$ cat config.mk
export PLATFORM = sky130hd
export DESIGN_NAME = led_mode_ctrl_flat
export DESIGN_NICKNAME = d
export VERILOG_FILES = /design/src/rtl/led_mode_ctrl_if.sv /design/src/rtl/led_mode_ctrl.sv /design/src/flat_wrapper.sv
export SDC_FILE = /design/constraint.sdc
export NUM_CORES = 1
export LEC_CHECK = 0
export BUFFER_PORTS_ARGS = -buffer_cell sky130_fd_sc_hd__buf_4
export CAP_MARGIN = 25
export CELL_PAD_IN_SITES_DETAIL_PLACEMENT = 0
export CELL_PAD_IN_SITES_GLOBAL_PLACEMENT = 1
export CORE_ASPECT_RATIO = 1.25
export CORE_MARGIN = 2
export CORE_UTILIZATION = 51
export CTS_CLUSTER_DIAMETER = 120
export DETAILED_ROUTE_END_ITERATION = 12
export PLACE_DENSITY_LB_ADDON = 0.2
export SYNTH_ARGS = -nofsm -noshare
export SYNTH_HDL_FRONTEND = slang
export SYNTH_SLANG_ARGS = --single-unit
export TNS_END_PERCENT = 10
$ cat constraint.sdc
create_clock -name clk -period 5.3 [get_ports clk]
set_input_delay 0 -clock clk [delete_from_list [all_inputs] [get_ports clk]]
set_output_delay 0 -clock clk [all_outputs]
set_load 0.1 [all_outputs]
$ cat src/rtl/led_mode_ctrl_if.sv
// Button/LED bundle between the board-level test or top and led_mode_ctrl.
// The master drives the debounced buttons; the slave (the controller) drives the LED side.
interface led_mode_ctrl_if;
    logic [3:0] btn_stable;
    logic [3:0] led_out;
    logic [2:0] mode;
    logic       running;
    logic       step;

    modport master (output btn_stable, input led_out, mode, running, step);
    modport slave  (input btn_stable, output led_out, mode, running, step);
endinterface

$ cat src/rtl/led_mode_ctrl.sv
// LED animation controller: mode, speed and run/pause driven by debounced active-low buttons.
// Optional auto-repeat for the speed buttons is enabled with LED_MODE_CTRL_AUTOREPEAT_EN.
//
// mode     | meaning
// ---------+----------------------------------------------
// 0 OFF    | all LEDs dark, step still pulses
// 1 BLINK  | all LEDs, inverted every step
// 2 SHIFT  | single LED rotating left
// 3 BOUNCE | single LED walking up then down
// 4 COUNT  | 4-bit binary up-count
// 5..7     | unreachable, behave as OFF
module led_mode_ctrl #(
    parameter int unsigned TICK_DIV   = 25_000,
    parameter int unsigned REPEAT_DLY = 500_000
) (
    input  logic           clk,
    input  logic           rst_n,
    led_mode_ctrl_if.slave bus
);
    localparam logic [2:0] M_OFF    = 3'd0;
    localparam logic [2:0] M_BLINK  = 3'd1;
    localparam logic [2:0] M_SHIFT  = 3'd2;
    localparam logic [2:0] M_BOUNCE = 3'd3;
    localparam logic [2:0] M_COUNT  = 3'd4;

    logic [3:0]  btn_prev;
    logic [3:0]  press_raw;
    logic [3:0]  press;
    logic [3:0]  pat;
    logic [3:0]  pat_start;
    logic [3:0]  pat_step;
    logic [3:0]  led_q;
    logic [2:0]  mode_q;
    logic [2:0]  mode_next;
    logic [1:0]  speed;
    logic [31:0] presc;
    logic [31:0] period;
    logic        running_q;
    logic        dir_up;
    logic        dir_next;
    logic        tc;
    logic        mode_chg;
    logic        spd_chg;
    logic        step_int;

    assign press_raw = btn_prev & ~bus.btn_stable;

`ifdef LED_MODE_CTRL_AUTOREPEAT_EN
    logic [31:0] hold_cnt;
    logic        held_one;
    logic        rep;

    // Holding both speed buttons counts as no hold, so they never repeat against each other.
    assign held_one = bus.btn_stable[1] ^ bus.btn_stable[2];
    assign rep      = held_one && (hold_cnt == 32'(REPEAT_DLY - 1));
    assign press    = press_raw | {1'b0, rep & ~bus.btn_stable[2], rep & ~bus.btn_stable[1], 1'b0};

    always_ff @(posedge clk or negedge rst_n) begin
        if (!rst_n)
            hold_cnt <= '0;
        else if (!held_one || rep)
            hold_cnt <= '0;
        else
            hold_cnt <= hold_cnt + 32'd1;
    end
`else
    assign press = press_raw;
`endif

    assign period   = 32'(TICK_DIV) << speed;
    assign tc       = (presc == period - 32'd1);
    assign mode_chg = press[0];
    assign spd_chg  = press[1] | press[2];
    // A mode change in the terminal cycle discards that step.
    assign step_int = running_q & tc & ~mode_chg;

    always_comb begin
        case (mode_q)
            M_OFF:    mode_next = M_BLINK;
            M_BLINK:  mode_next = M_SHIFT;
            M_SHIFT:  mode_next = M_BOUNCE;
            M_BOUNCE: mode_next = M_COUNT;
            M_COUNT:  mode_next = M_OFF;
            default:  mode_next = M_BLINK;
        endcase
    end

    always_comb begin
        case (mode_next)
            M_BLINK:  pat_start = 4'b1111;
            M_SHIFT:  pat_start = 4'b0001;
            M_BOUNCE: pat_start = 4'b0001;
            default:  pat_start = 4'b0000;
        endcase
    end

    always_comb begin
        pat_step = 4'b0000;
        dir_next = dir_up;
        case (mode_q)
            M_BLINK:  pat_step = ~pat;
            M_SHIFT:  pat_step = {pat[2:0], pat[3]};
            M_BOUNCE: begin
                if (dir_up && pat[3]) begin
                    pat_step = pat >> 1;
                    dir_next = 1'b0;
                end else if (!dir_up && pat[0]) begin
                    pat_step = pat << 1;
                    dir_next = 1'b1;
                end else begin
                    pat_step = dir_up ? (pat << 1) : (pat >> 1);
                end
            end
            M_COUNT:  pat_step = pat + 4'd1;
            default:  pat_step = 4'b0000;
        endcase
    end

    always_ff @(posedge clk or negedge rst_n) begin
        if (!rst_n) begin
            btn_prev  <= 4'b1111;
            led_q     <= 4'b1111;
            mode_q    <= M_OFF;
            running_q <= 1'b1;
            speed     <= 2'd2;
            presc     <= '0;
            pat       <= 4'b0000;
            dir_up    <= 1'b1;
        end else begin
            btn_prev <= bus.btn_stable;
            led_q    <= ~pat;
            if (press[3])
                running_q <= ~running_q;
            if (press[1] && !press[2] && speed != 2'd0)
                speed <= speed - 2'd1;
            else if (press[2] && !press[1] && speed != 2'd3)
                speed <= speed + 2'd1;
            if (mode_chg || spd_chg)
                presc <= '0;
            else if (running_q)
                presc <= tc ? '0 : presc + 32'd1;
            if (mode_chg) begin
                mode_q <= mode_next;
                pat    <= pat_start;
                dir_up <= 1'b1;
            end else if (step_int) begin
                pat    <= pat_step;
                dir_up <= dir_next;
            end
        end
    end

    assign bus.led_out = led_q;
    assign bus.mode    = mode_q;
    assign bus.running = running_q;
    assign bus.step    = step_int;
endmodule
$ cat src/flat_wrapper.sv
// flat-port wrapper written by rule: the top's interface ports become plain ports
module led_mode_ctrl_flat 
#(
    parameter int unsigned TICK_DIV   = 25_000,
    parameter int unsigned REPEAT_DLY = 500_000
)
  (clk, rst_n, bus_btn_stable, bus_led_out, bus_mode, bus_running, bus_step);
  led_mode_ctrl_if bus_i ();
  input  logic clk;
  input  logic rst_n;
  input wire logic [$bits(bus_i.btn_stable)-1:0] bus_btn_stable;
  output wire logic [$bits(bus_i.led_out)-1:0] bus_led_out;
  output wire logic [$bits(bus_i.mode)-1:0] bus_mode;
  output wire logic [$bits(bus_i.running)-1:0] bus_running;
  output wire logic [$bits(bus_i.step)-1:0] bus_step;
  assign bus_i.btn_stable = bus_btn_stable;
  assign bus_led_out = bus_i.led_out;
  assign bus_mode = bus_i.mode;
  assign bus_running = bus_i.running;
  assign bus_step = bus_i.step;
  led_mode_ctrl #(.TICK_DIV(TICK_DIV), .REPEAT_DLY(REPEAT_DLY)) u_core (.clk(clk), .rst_n(rst_n), .bus(bus_i));
endmodule
Yosys cells after proc, flatten, opt, wreduce, memory -nomap -nowiden
Cells that the tools add are included. W data, S select, Z words.

Register bits after elaboration: 51. Output and inout port bits: 9. Logic and storage cells: 67. Input port bits: 6.

Add/subtract/negate cells: 5. Reductions and logical operators: 18. Muxes and demuxes: 18. Shift operators: 1. Bitwise logic cells: 8. Eq/ne operators: 9.

Operator list (number): $mux W32 (3); $add A32 B1 Y32 const B (1); $eq A32 B32 Y1 (1); $shl A15 B2 Y32 const A (1); $sub A32 B1 Y32 const B (1); $mux W4 (5); $pmux W4 S4 (1); $eq A3 B2 Y1 const B (4); $pmux W3 S4 (1); $reduce_bool A2 Y1 (5); $not A4 Y4 (2); $pmux W4 S2 (1); $eq A3 B1 Y1 const B (2); $logic_and A1 B1 Y1 (6); $mux W1 (5); $add A4 B1 Y4 const B (1); $and A4 B4 Y4 (1); $mux W2 (2); $eq A3 B3 Y1 const B (1); $logic_not A1 Y1 (3); $reduce_and A3 Y1 (1); $reduce_bool A3 Y1 (1); $add A2 B1 Y2 const B (1); $and A1 B1 Y1 (2); 6 further kinds (7).

Logic depth before layout (Yosys ltp)
Gate-level depths: netlist (run 1).

Word-level depth: 7. Mapped depth: 10. Gate-level depth less buffers: 8.

Worst setup path after synthesis (run 1)
OpenSTA, ideal clock, no wires.

Path type: reg-to-output. Start: register u_core.speed[1]. End: output port bus_step. Path slack: 1640 ps. Buffers on the path: 0. Cell stages (with the launch flop): 8. Data arrival time: 3660 ps. Data required time: 5300 ps. Cell sequence: dfstp_2 inv_1 ha_1 or2_2 or4_4 a221oi_2 nand4_4 nor2_1.

Cells in the longest elaborated chain, start to end: 5.

Ends and longest elaborated chain: from (decl) (line led_mode_ctrl.sv:35) `logic [1:0] speed;`; from (signal assigned) (line led_mode_ctrl.sv:135) `speed <= speed - 2'd1;`; from (signal assigned) (line led_mode_ctrl.sv:137) `speed <= speed + 2'd1;`; $shl A15 B2 Y32 (line led_mode_ctrl.sv:70) `assign period = 32'(TICK_DIV) << speed;`; $sub A32 B1 Y32 (line led_mode_ctrl.sv:71) `assign tc = (presc == period - 32'd1);`; $eq A32 B32 Y1 (line led_mode_ctrl.sv:71); $and A1 B1 Y1 (2 in series) (line led_mode_ctrl.sv:75) `assign step_int = running_q & tc & ~mode_chg;`; to (decl) (line flat_wrapper.sv:15) `output wire logic [$bits(bus_i.step)-1:0] bus_step;`.

No other way between the ends.

Final worst setup path (run 1)
Same ends and word-level chain as after synthesis.

==> run metrics, run 1 <==
outcome=complete, no violations; DR WL/cell=16.2 µm; Synth Cell Area=slightly above 3000 µm²; Setup WS pre-CTS=roughly 2100 ps; initial antenna violation count=0; layout cell share with drive strength beyond 1=11.7%; Largest delay share family, worst path=simple AND/OR/NAND/NOR gates; maximum vdd drop=0.000203 V; Die W=73.8 µm; vias per cell=6.21; Slew headroom=41.4%; CP arrival=3310 ps; Ports=15; final worst setup slack=1990 ps; Max Slew Vio Count=0; hpwl dp=4710 µm; CTS tree=done; min cycle time layout=3310 ps; vias in the first global route=2490; Initial Utilization=a little over half; Mapped Nets=363; detailed-route via count=about 2600; row cnt=31; post-synth top area share=32.3%; Slew @ Worst Pin=872 ps; clock sinks=51; # diodes=0; Post-synth EDFFs=0; fin cells=approximately 420; post-CTS sizing=0; Layout area overhead=8.63%; commonest non-fill, non-tap cells in the layout=nand2_1 (41), dfrtp_1 (40), nand3_1 (31); synthesized flop and latch total=51; H-tree lvl count=2; average size of a mapped cell=8.94 µm²; design area=3370 µm²; clock skew=8.89 ps; cts hold-fix bufs=5; Root Driver=clkbuf_8; CTS clk-pin slew, worst paths=90 ps; PwrDens=444 nW/µm²; Remaining DRCs=0; Routed WL=6870 µm; total global-route track usage=a little over a fifth; Setup crit start kind=flip-flop; gpl congestion=roughly 0.86; IO Port Bufs=14; number of synthesis warnings=0; chip height=around 91 µm; synthesized instance count=347; drt pass-1 iters=4; top cells by area, synth=dfrtp_1 (32%), dfstp_2 (9.3%), nand3_1 (5.0%); Synth Flop Type=dfrtp_1; Post-DRT Antenna Nets=0; register area share after synthesis=41.6%; Num CTS Buffers=5; worst path cell trace=inv_1, ha_1, or2_2, or4_4, a221oi_2, nand4_4, nor2_1, buf_4; CP max-delay cell=dfstp_2; Yosys top cell by area=dfrtp_1; Fmax achieved=302 MHz; Die ar.=6730 µm²; Async SR Flop Fraction=100%; Leakage Power=1.39 nW; largest net degree at the start of global routing=52; Max-Cap Viols=0; HP Class=input pin to async pin; Clock Path Buffers=2; Critical Path Fanout Max=9; CP Data Required Time=5300 ps; Post-DP Area=3240 µm²; core area=5820 µm²; CP peak stage delay=630 ps; CP Class=flip-flop to output port; wire length of the first global-routing pass=around 12000 µm; most common cell after layout, fill and taps aside=nand2_1; Worst Setup End Kind=output port; buffer count from post-CTS setup fixing=0; Final Hold Fails=0; placed insts=411; NumNets Final=373; Tcrit/Tclk final=62.4%; Starting DRT DRC Count=150; worst path bufs/invs=2; total negative slack=0 ps; clk_lat worst skew=310 ps; final setup vio count=0; RSZ-0062 raised after global routing=false; Yosys cell types=55; grt ovf=0
-- per-stage QoR --
step	utilization, %	hold slack [ps]	total power, mW
after detailed placement	55.7	82.4	1.28
final	57.9	255	1.50
after global routing	57.9	322	1.60
after floorplan	-	-296	1.13
after global placement	55.7	73.1	1.28
after CTS	57.9	292	1.51
-- state kept, by name (all words and copies together), names as in the netlist --
signal,cells
u_core.dir_up,1
u_core.bus.mode,3
u_core.presc,32
u_core.speed,2
u_core.btn_prev,4
u_core.bus.running,1
u_core.pat,4
u_core.bus.led_out,4
-- cell type report --
| class | instances | area [µm²] |
|---|---|---|
| tap | 66 | 82.6 |
| inverter | 12 | 45.0 |
| sequential | 51 | 1290 |
| clock buffer | 8 | 80.1 |
| fill | 526 | 2450 |
| multi-input combinational | 266 | 1700 |
| timing repair buffer | 21 | 170 |
-- power breakdown --
part	internal, mW	switching (mW)
Combinational	0.230	0.473
Clock	0.0941	0.126
Sequential	0.462	0.112
Total	0.786	0.711
-- worst reg2reg max path: stages (launching register included) --
cell       delay [ps]
dfstp_2           630
inv_1             120
ha_1              240
or2_1             270
or3_2             470
a2111oi_1         580
a21o_2            470
o21ai_0           170
a22o_1            200
-- worst paths after layout --
path                                                    from                              to  slack (ps)  cells after the start
worst min register to register  u_core.btn_prev[3]$_DFF_PN1_  u_core.bus.running$_DFFE_PN1P_         500                      2
worst max-delay path             u_core.speed[1]$_DFFE_PN1P_                        bus_step        1990                      8
worst min-delay path                                   rst_n     u_core.speed[0]$_DFFE_PN0P_         250                      2
worst max register to register   u_core.speed[1]$_DFFE_PN1P_     u_core.presc[5]$_DFFE_PN0P_        2030                      8
min in group clk                           bus_btn_stable[0]    u_core.btn_prev[0]$_DFF_PN1_         360                      2
max in group asynchronous                              rst_n     u_core.presc[3]$_DFFE_PN0P_        4600                      2
-- cells in the mapped netlist, types with 2 or more instances --
library cell / n
nand2_1: 41
dfrtp_1: 40
nand3_1: 31
a21oi_1: 21
nor2_1: 18
o21ai_0: 17
clkbuf_1: 14
o311ai_0: 13
inv_1: 12
dfstp_2: 11
ha_1: 10
nand4_1: 10
xnor2_1: 10
a22o_1: 8
nor2b_1: 7
nor3_1: 7
nor4_1: 7
and4_1: 6
nand2b_1: 5
a21o_1: 4
and3_1: 4
a31oi_1: 3
buf_2: 3
mux2i_1: 3
nor3b_1: 3
nor4b_1: 3
o21a_1: 3
o31ai_1: 3
xor2_1: 3
or3_1: 2
-- cell families (layout without fill, tap and decap cells) --
logic type / count (synthesis) / in the layout / share of synthesized area (%)
adder cells (fa/ha/maj): 10 / 10 / 4.03
buffers and inverters: 30 / 41 / 3.87
XOR/XNOR: 13 / 13 / 3.67
multiplexers: 4 / 4 / 1.33
AND/OR/NAND/NOR: 154 / 154 / 26.5
AO/OA/AOI/OAI: 85 / 85 / 19.0
flip-flops: 51 / 51 / 41.6
-- per-layer routing --
layer | wire [µm] | vias up | global-route usage, %
met4 | 44 | 0 | 5.00
met2 | 3560 | 49 | 38.3
met5 | 0 | - | 0
li1 | - | 1305 | -
met3 | 209 | 4 | 3.66
met1 | 3050 | 1276 | 28.0
Power figures use the tool's default switching activity.
==> run 2: changes to the inputs <==
Settings changed: CORE_UTILIZATION 51 to 47.
Clock period 5.3 ns to 3.17 ns, I/O delays scaled along.
==> run 2 against run 1 <==
  * Via count grew 1.6%
  * Critical path depth grew 1
  * Largest cell class unchanged
  * Count of clock-buffer cells in the layout is the same
  * Largest power group unchanged
  * Hold slack gained 7.0 ps
==> run metrics, run 2 (same netlist as run 1, synthesis figures left out) <==
outcome=complete, no violations; gpl congestion=0.840; M2 GR Usage=38.2%; Ports=15; CP arrival=about 3100 ps; Max Slew Vio Count=0; Max-Cap Viols=0; clk_lat worst skew=~310 ps; Setup crit start kind=flip-flop; Slew headroom=50.9%; IO Port Bufs=14; initial antenna violation count=0; maximum vdd drop=~0.00043 V; Reg with most FFs=u_core.presc; Pwr Total=~2.5 mW; NumNets Final=380; most common cell after layout, fill and taps aside=nand2_1; R2R cell count=10; Initial Utilization=47.8%; RSZ-0062 raised after global routing=true; Worst R2R Start=u_core.speed[1]$_DFFE_PN1P_; Die W=76.7 µm; layer with the highest usage=met2; core area=between 6000 and 7000 µm²; total negative slack=0 ps; Starting DRT DRC Count=between 100 and 150; hpwl dp=4740 µm; CP Class=flip-flop to output port; Leakage Power=1.43 nW; Routed WL=7090 µm; Critical Path Fanout Max=6; grt met3 use=under 10%; Root Driver=clkbuf_8; routing usage on met1=25.7%; Hold Worst Slack=262 ps; total global-route track usage=between 20% and 30%; final setup vio count=0; CTS tree=done; H-tree lvl count=2; Layout area overhead=12.7%; Worst Setup End Kind=output port; clock sinks=51; largest net degree at the start of global routing=52; Remaining DRCs=0; Tcrit/Tclk final=96.4%; Clock Path Buffers=2; vias in the first global route=approximately 2600; Fmax achieved=roughly 330 MHz; drt pass-1 iters=4; min cycle time layout=3060 ps; Die ar.=7270 µm²; reg2reg setup slack=190 ps; Final Hold Fails=0; PwrDens=roughly 730 nW/µm²; commonest non-fill, non-tap cells in the layout=nand2_1 (41), dfrtp_1 (40), nand3_1 (31); detailed-route via count=between 2000 and 3000; vias per cell=~5.9; chip height=94.8 µm; layout cell share with drive strength beyond 1=14.0%; Num CTS Buffers=5; grt ovf=0; CTS clk-pin slew, worst paths=~90 ps; HP Class=input pin to async pin; CP Data Required Time=3170 ps; row cnt=33; Worst R2R End=u_core.presc[31]$_DFFE_PN0P_; wire length of the first global-routing pass=12300 µm; design area=3500 µm²; Post-DP Area=between 3000 and 4000 µm²; Post-DRT Antenna Nets=0; clock skew=between 4 and 5 ps; max reg flops=32; Slew @ Worst Pin=730 ps; DR WL/cell=15.7 µm; # diodes=0
## run 2: area by class of cell
type                            count  area (µm²)
Clock buffer                        8        80.1
Fill cell                         617        2990
Inverter                           12        45.0
Multi-Input combinational cell    266        1730
Sequential cell                    51        1290
Tap cell                           87         109
Timing Repair Buffer               28         248
## run 2: worst max path at each step
stage,start,slack (ps),end
after floorplan,u_core.speed[1]$_DFFE_PN1P_,130,u_core.pat[3]$_DFFE_PN0P_
after global placement,u_core.speed[1]$_DFFE_PN1P_,170,u_core.pat[3]$_DFFE_PN0P_
after detailed placement,u_core.speed[1]$_DFFE_PN1P_,110,u_core.presc[20]$_DFFE_PN0P_
after CTS,u_core.speed[1]$_DFFE_PN1P_,30,bus_step
after global routing,u_core.speed[1]$_DFFE_PN1P_,-10,u_core.presc[20]$_DFFE_PN0P_
final,u_core.speed[1]$_DFFE_PN1P_,110,bus_step
## run 2: critical path, stage by stage (launching register included)
cell and delay [ps]:
dfstp_2 540, inv_1 80, ha_1 340, or2_2 320
or4_4 500, a221oi_4 320, nand4_4 180, buf_4 200
nor2_4 100, buf_12 180
## run 2: what timing repair did
item	CTS	global route
pin swaps	0	3
resized for setup	2	3
endpoints found under the hold margin	45	0
setup endpoints to repair	1	20
setup buffers	0	1
hold buffers	5	0
## run 2: per-stage QoR
stage	utilization, %	setup WS, ps	std cells
floorplan	-	131	347
global placement	51.4	167	438
detailed placement	51.4	106	438
CTS	53.6	28.9	451
global route	53.9	-11.1	452
finish	53.9	114	452
## run 2: power by group
part | switching, mW | leakage [nW] | internal (mW)
clock | 0.215 | 0.0395 | 0.158
combinational | 0.834 | 0.731 | 0.414
sequential | 0.159 | 0.660 | 0.771
total | 1.21 | 1.43 | 1.34
## run 2: layer usage
metal / part of all wire (%) / up-vias
met3: 3.1 / 7
li1: - / 1316
met2: 49 / 46
met1: 46 / 1307
met5: 0 / -
met4: 1.2 / 0
